===== config.mk =====
export PLATFORM = sky130hd
export DESIGN_NAME = fma16_ctrl
export DESIGN_NICKNAME = d
export VERILOG_FILES = /design/src/rtl/fma16_pkg.sv /design/src/rtl/fma16_rrarb.sv /design/src/rtl/fma16_ctrl.sv
export SDC_FILE = /design/constraint.sdc
export NUM_CORES = 1
export LEC_CHECK = 0
export CELL_PAD_IN_SITES_DETAIL_PLACEMENT = 1
export CELL_PAD_IN_SITES_GLOBAL_PLACEMENT = 1
export CORE_UTILIZATION = 31
export DETAILED_ROUTE_END_ITERATION = 12
export GPL_TIMING_DRIVEN = 0
export PLACE_DENSITY_LB_ADDON = 0.1
export SYNTH_ARGS = -nofsm -noshare
export SYNTH_HDL_FRONTEND = slang
export SYNTH_SLANG_ARGS = --single-unit

===== constraint.sdc =====
create_clock -name clk -period 6 [get_ports clk]
set_input_delay 1.2 -clock clk [delete_from_list [all_inputs] [get_ports clk]]
set_output_delay 1.2 -clock clk [all_outputs]
set_load 0.02 [all_outputs]

===== src/rtl/fma16_pkg.sv =====
// Shared types for the fma16 request controller: FSM states, op-control
// bits, rounding-mode encodings and exception-flag bit positions.
package fma16_pkg;

   // Controller states (see fma16_ctrl for the state table)
   typedef enum logic [1:0] {
      ST_IDLE  = 2'd0,
      ST_ISSUE = 2'd1,
      ST_WAIT  = 2'd2,
      ST_RESP  = 2'd3
   } state_e;

   // Op control as presented on req_op / dp_op, msb first
   typedef struct packed {
      logic mul;
      logic add;
      logic negp;
      logic negz;
   } op_ctrl_t;

   // Rounding modes; the controller only forwards these
   typedef enum logic [1:0] {
      RM_RNE = 2'd0,
      RM_RTZ = 2'd1,
      RM_RDN = 2'd2,
      RM_RUP = 2'd3
   } rm_e;

   // Bit positions inside the 4-bit {NV, OF, UF, NX} flag vector
   localparam int unsigned FLAG_NV = 3;
   localparam int unsigned FLAG_OF = 2;
   localparam int unsigned FLAG_UF = 1;
   localparam int unsigned FLAG_NX = 0;

   // Latency down-counter width, enough for LAT up to 15
   localparam int unsigned CNT_W = 4;

   // One-hot requester vector from a requester index
   function automatic logic [1:0] idx_onehot(input logic idx);
      return idx ? 2'b10 : 2'b01;
   endfunction

endpackage


===== src/rtl/fma16_rrarb.sv =====
// Two-way round-robin arbiter. A lone request always wins; on contention
// the requester that was not granted last time wins. Purely combinational.
module fma16_rrarb (
   input  logic [1:0] valid,
   input  logic       last,
   output logic [1:0] grant
);

   // Pick the winner; last=1 means requester 1 was served most recently
   always_comb begin
      grant = 2'b00;
      if (valid == 2'b11) begin
         grant = last ? 2'b01 : 2'b10;
      end else begin
         grant = valid;
      end
   end

endmodule


===== src/rtl/fma16_ctrl.sv =====
// Front-end controller sharing one fma16 datapath between two requesters.
// Optional feature: define FMA16_CTRL_STICKY_FLAGS_EN to add per-requester
// sticky exception flags (flag_clr / sticky_flags ports).
//
// state | meaning
// IDLE  | waiting for a request; grants and captures operands
// ISSUE | dp_start pulse, latency counter loaded with LAT-1
// WAIT  | counting down; at zero the datapath result is captured
// RESP  | result held on rsp_* until the owner accepts it
module fma16_ctrl
   import fma16_pkg::*;
#(
   parameter int unsigned LAT = 2
) (
   input  logic             clk,
   input  logic             reset_n,
   input  logic [1:0]       req_valid,
   output logic [1:0]       req_ready,
   input  logic [1:0][15:0] req_x,
   input  logic [1:0][15:0] req_y,
   input  logic [1:0][15:0] req_z,
   input  logic [1:0][3:0]  req_op,
   input  logic [1:0][1:0]  req_rm,
   output logic [1:0]       rsp_valid,
   input  logic [1:0]       rsp_ready,
   output logic [15:0]      rsp_result,
   output logic [3:0]       rsp_flags,
   output logic [15:0]      dp_x,
   output logic [15:0]      dp_y,
   output logic [15:0]      dp_z,
   output logic [3:0]       dp_op,
   output logic [1:0]       dp_rm,
   output logic             dp_start,
   input  logic [15:0]      dp_result,
   input  logic [3:0]       dp_flags
`ifdef FMA16_CTRL_STICKY_FLAGS_EN
   ,
   input  logic [1:0]       flag_clr,
   output logic [1:0][3:0]  sticky_flags
`endif
);

   localparam logic [CNT_W-1:0] CNT_INIT = CNT_W'(LAT - 1);

   state_e           state_q;
   logic             owner_q;
   logic             last_q;
   logic [CNT_W-1:0] cnt_q;
   logic [15:0]      x_q, y_q, z_q;
   op_ctrl_t         op_q;
   rm_e              rm_q;
   logic             start_q;
   logic [1:0]       rsp_valid_q;
   logic [15:0]      result_q;
   logic [3:0]       flags_q;

   logic [1:0]       grant;
   logic             gnt_idx;
   logic             rsp_hs;

   fma16_rrarb u_arb (
      .valid (req_valid),
      .last  (last_q),
      .grant (grant)
   );

   assign gnt_idx = grant[1];
   assign rsp_hs  = (state_q == ST_RESP) && rsp_ready[owner_q];

   // Accept is only offered in IDLE; gating with reset_n keeps it low while reset is held
   assign req_ready = (reset_n && state_q == ST_IDLE) ? grant : 2'b00;

   assign dp_x       = x_q;
   assign dp_y       = y_q;
   assign dp_z       = z_q;
   assign dp_op      = op_q;
   assign dp_rm      = rm_q;
   assign dp_start   = start_q;
   assign rsp_valid  = rsp_valid_q;
   assign rsp_result = result_q;
   assign rsp_flags  = flags_q;

   // Main sequencing FSM with all outputs registered
   always_ff @(posedge clk or negedge reset_n) begin
      if (!reset_n) begin
         state_q     <= ST_IDLE;
         owner_q     <= 1'b0;
         last_q      <= 1'b1;
         cnt_q       <= '0;
         x_q         <= '0;
         y_q         <= '0;
         z_q         <= '0;
         op_q        <= '0;
         rm_q        <= RM_RNE;
         start_q     <= 1'b0;
         rsp_valid_q <= 2'b00;
         result_q    <= '0;
         flags_q     <= '0;
      end else begin
         start_q <= 1'b0;
         case (state_q)
            ST_IDLE: begin
               if (|req_valid) begin
                  owner_q <= gnt_idx;
                  x_q     <= req_x[gnt_idx];
                  y_q     <= req_y[gnt_idx];
                  z_q     <= req_z[gnt_idx];
                  op_q    <= req_op[gnt_idx];
                  rm_q    <= rm_e'(req_rm[gnt_idx]);
                  start_q <= 1'b1;
                  state_q <= ST_ISSUE;
               end
            end
            ST_ISSUE: begin
               cnt_q   <= CNT_INIT;
               state_q <= ST_WAIT;
            end
            ST_WAIT: begin
               if (cnt_q == '0) begin
                  result_q    <= dp_result;
                  flags_q     <= dp_flags;
                  rsp_valid_q <= idx_onehot(owner_q);
                  state_q     <= ST_RESP;
               end else begin
                  cnt_q <= cnt_q - 1'b1;
               end
            end
            ST_RESP: begin
               if (rsp_hs) begin
                  rsp_valid_q <= 2'b00;
                  last_q      <= owner_q;
                  state_q     <= ST_IDLE;
               end
            end
            default: state_q <= ST_IDLE;
         endcase
      end
   end

`ifdef FMA16_CTRL_STICKY_FLAGS_EN
   logic [1:0][3:0] sticky_q;

   assign sticky_flags = sticky_q;

   // Accumulate flags per owner on handshake; a clear in the same cycle keeps only the new flags
   always_ff @(posedge clk or negedge reset_n) begin
      if (!reset_n) begin
         sticky_q <= '0;
      end else begin
         for (int i = 0; i < 2; i++) begin
            if (flag_clr[i]) begin
               sticky_q[i] <= (rsp_hs && owner_q == 1'(i)) ? flags_q : 4'b0000;
            end else if (rsp_hs && owner_q == 1'(i)) begin
               sticky_q[i] <= sticky_q[i] | flags_q;
            end
         end
      end
   end
`endif

endmodule


Word-level counts from Yosys, hierarchy flattened
Index checks and enable logic that the tools add are counted.
{"block": "classes", "add_sub_neg": 1, "n_lt_le_gt_ge": 2, "n_eq_ne": 8, "n_mux": 26, "reduce_logical": 13}
{"operator": "2-to-1 mux 16 bit", "n": 6}
{"operator": "2-to-1 mux 2 bit", "n": 10}
{"operator": "2-to-1 mux 4 bit", "n": 3}
{"operator": "one-hot mux 2 bit (4 select lines)", "n": 1}
{"operator": "one-hot mux 4 bit (2 select lines)", "n": 1}
{"operator": "AND reduction 2 bit", "n": 4}
{"operator": "== test 2 bit (second input constant)", "n": 3}
{"operator": "inequality test 2 bit (second input constant)", "n": 3}
{"operator": "AND reduction 3 bit", "n": 2}
{"operator": "logical NOT 4 bit", "n": 1}
{"operator": "less-than comparator 1 x 2 -> 1 bit (second input constant)", "n": 2}
{"operator": "2-to-1 mux 1 bit", "n": 4}
{"operator": "one-hot mux 2 bit (2 select lines)", "n": 1}
{"operator": "nonzero test 2 bit", "n": 2}
{"operator": "subtractor 4 x 1 -> 4 bit (second input constant)", "n": 1}
{"operator": "== test 2 x 1 -> 1 bit (second input constant)", "n": 1}
{"operator": "logical AND 1 bit", "n": 2}
{"operator": "logical NOT 2 bit", "n": 1}
{"operator": "inequality test 2 x 1 -> 1 bit (second input constant)", "n": 1}
{"operator": "OR reduction 2 bit", "n": 1}
{"block": "word_totals", "regBits": 85, "out_inout_bits": 79}

Longest topological paths before layout
{"block": "logic_depth", "ltp_word": 5, "ltp_mapped": 7, "ltp_nobuf": 5}

Modules after synthesis
A second synthesis with hierarchy kept.
{"block": "unflattened", "hier_cells": 348, "area_unflattened_um2": 3852.4}
{"mod": "fma16_ctrl", "instances": 1, "cells_per_inst": 345, "area_each_um2": 3833.7, "seq_area_each_um2": 2128.3}
{"mod": "fma16_rrarb", "instances": 1, "cells_per_inst": 3, "area_each_um2": 18.8, "seq_area_each_um2": 0.0}

Worst setup path after synthesis
Ideal clock, no wire load.
{"block": "synth_timing", "kind": "input -> output", "from": "input port req_valid[1]", "to": "output port req_ready[1]", "t_arrival_ns": 2.153, "t_required_ns": 4.800, "slack_ns": 2.647, "cell_stages": 4, "cell_sequence": "a21boi_1 -> buf_2 -> buf_2 -> and3_1"}
{"block": "synth_between", "elab_chain_len": 3}
{"item": "from (decl)", "line": "fma16_ctrl.sv:17", "text": "input logic [1:0] req_valid,"}
{"item": "== test 2 bit", "line": "fma16_rrarb.sv:12", "text": "if (valid == 2'b11) begin"}
{"item": "2-to-1 mux 2 bit *", "line": "fma16_rrarb.sv:12"}
{"item": "2-to-1 mux 2 bit *", "line": "fma16_ctrl.sv:71", "text": "assign req_ready = (reset_n && state_q == ST_IDLE) ? grant : 2'b00;"}
{"item": "to (decl)", "line": "fma16_ctrl.sv:18", "text": "output logic [1:0] req_ready,"}
Mark *: on every way between the ends. The rest lies on a longest branch, timed or not.

Worst setup path in the final report
Same ends and word-level chain as after synthesis.

==> qor.yml <==
synth-seq-cells: 85
ys.flop_type: "dfrtp_1"
root_buffer: "clkbuf_16"
tightest_slew_ps: 570.6
holdBufCountCts: 0
ios: 213
start_util_pct: 31.86
synth.cells.most_frequent: "dfrtp_1, mux2i_1, nand2_1"
area_growth_pct: 69.46
cts_repair_resize_count: 0
hp-class: "reg -> reg"
ir_worst_vdd_mv: 0.1667
synth_area_per_cell_um2: 11.11
cp.arrival_ps: 3440
clk_latency_ps: 340
gr-total-overflow: 0
io_buffers: 212
synth_cell_types: 31
worstPathCellList: "clkdlybuf4s50_1 -> a21boi_1 -> buf_2 -> buf_2 -> and3_1 -> clkdlybuf4s50_1"
dp_cells: 727
final_cell_count_no_fill: 743
fp.dieW_um: 113.3
holdWs_ps: 477.3
grt_pass1_vias: 3767
cts_setup_buffers: 0
yosysSeqAreaShare_pct: 55.39
setup_violations: 0
critPathKind: "in -> out"
htree_levels: 3
status: "complete, no violations"
diodes: 0
drive_gt1_share_pct: 8.522
startpoint_type: "primary input"
timing.fmax_mhz: 215.6
antenna_found_initial: 0
total_leakage_power_nw: 2.860
crit_path_end: "req_ready[1]"
synth-edff-count: 0
synth_top_area_share_pct: 54.71
p_per_area_nw_per_um2: 495.6
grt_pass1_wl_um: 19020
relSlewSlack_pct: 61.96
drc_errors: 0
final_nets: 709
synthArstFlopShare_pct: 100.0
dr.pass1.iters: 4
reg2reg_from: "state_q[0]"
ant_nets: 0
num_vias: 3453
die_height_um: 113.3
maxCapViolCount: 0
synth_area_um2: 3842
grt_max_degree: 48
clk_path_buf_depth: 2
final_core_util_pct: 53.98
cp_max_fo: 10
place.gp.congestion: 0.7133
core_area_um2: 12060
drt_iter0_markers: 100
cts.clk_slew.worst_paths_ps: 60
ys_warn_count: 0
fill_cells: 1333
max_stage_delay_ps: 600
grtUsageTotal_pct: 19.49
post-route-cell-area_um2: 6511
rsz0062_at_grt: "no"
hold_path_depth: 2
worst_clock_skew_ps: 8.657
syn_nets: 485
cts_tree: "done"
die-area_um2: 12840
routedWlPerCell_um: 16.33
slew_viol_final: 0
worstReg2RegEnd: "dp_y[1]"
critPathRequiredTime_ps: 4800
fin_crit_sh_pct: 77.29
hold_violations: 0
drt-total-wl_um: 12130
placed_area_um2: 6200
synthCells: 346
cts_sinks: 85
yosysMostFrequentCell: "dfrtp_1"
r2r_cells: 7
synthTopCellsByArea: "dfrtp_1, mux2i_1, mux2_2"
routed_via_density: 4.647
ff2ff_setup_slack_ps: 3920
cp_slowest_cell: "clkdlybuf4s50_1"
synth_largest_area_cell: "dfrtp_1"
cts_inserted_buffers: 9
end_kind: "output port"
num_rows: 40
period_needed_ps: 4637
hpwlAfterDp_um: 9313
crit_start: "req_valid[1]"
==> power by group <==
part           internal (mW)  leakage (nW)  switching (mW)
Clock                  0.345         0.148           0.229
Combinational          0.791          1.67           0.847
Sequential             0.855          1.04           0.160
==> layout make-up <==
cell class / count / area [µm²] / share of cell area [%]
clock buffers: 11 / 252.7 / 3.882
well taps: 168 / 210.2 / 3.228
plain buffers: 23 / 108.9 / 1.672
clock inverters: 5 / 58.81 / 0.9032
flip-flops and latches: 85 / 2128 / 32.69
repair buffers: 213 / 2147 / 32.97
multi-input cells: 229 / 1572 / 24.14
inverters: 9 / 33.78 / 0.5188
==> cells in the final DEF, fill, tap and decap left out, types with 2 or more instances in the layout <==
| cell | n |
|---|---|
| clkinvlp_4 | 2 |
| clkbuf_8 | 2 |
| a21oi_1 | 6 |
| mux2i_1 | 58 |
| nor3_1 | 2 |
| clkbuf_1 | 14 |
| o21ai_0 | 36 |
| mux2_2 | 20 |
| nor2_1 | 5 |
| dfrtp_1 | 84 |
| o21ai_1 | 22 |
| o22ai_1 | 3 |
| ha_1 | 5 |
| buf_2 | 6 |
| nand2_1 | 58 |
| inv_1 | 9 |
| clkdlybuf4s50_1 | 211 |
| buf_4 | 3 |
| clkbuf_16 | 9 |
==> state kept, by name, summed over array words and instances (netlist names) <==
signal      cells
dp_x           16
state_q         2
dp_z           16
owner_q         1
rsp_valid       2
rsp_result     16
dp_y           16
dp_op           4
rsp_flags       4
cnt_q           4
dp_start        1
dp_rm           2
last_q          1
==> cell families (layout without fill, tap and decap cells) <==
logic type / Yosys count / after routing / synth area share [%]
simple gates: 73 / 73 / 7.978
fa+ha+maj: 5 / 5 / 1.628
xor+xnor: 1 / 1 / 0.2280
flops: 85 / 85 / 55.39
mux: 79 / 79 / 21.36
buf+inv: 32 / 261 / 3.712
compound gates: 71 / 71 / 9.704
==> metrics by stage <==
stage	TNS, ps	power (mW)	worst slack (ps)
2_1_floorplan	0	1.862	2647
3_5_place_dp	0	2.684	1282
5_1_grt	0	3.445	1206
4_1_cts	0	3.281	1280
6_report	0	3.227	1363
3_3_place_gp	-1978	2.619	-996.2
==> how the worst min path moves through the flow <==
stage | from | endpoint
4_1_cts | dp_z[6] | dp_z[6]
5_1_grt | dp_x[3] | dp_x[3]
3_3_place_gp | dp_z[6] | dp_z[6]
2_1_floorplan | cnt_q[1] | cnt_q[1]
3_5_place_dp | dp_z[9] | dp_z[9]
6_report | dp_z[6] | dp_z[6]
==> critical path: cells and delay by family <==
family | cells | cell delay [ps]
AOI/OAI and AO/OA | 1 | 220
and+or+nand+nor | 1 | 230
buffers and inverters | 4 | 1780
==> per-layer routing <==
metal / track usage [%] / part of all wire [%] / vias up
li1: - / - / 1632
met1: 18.96 / 36 / 1661
met2: 36.85 / 53 / 137
met3: 7.177 / 8.6 / 23
met4: 8.158 / 2.4 / 0
met5: 0 / 0 / -
No activity file was read; power rests on OpenSTA's default activity.
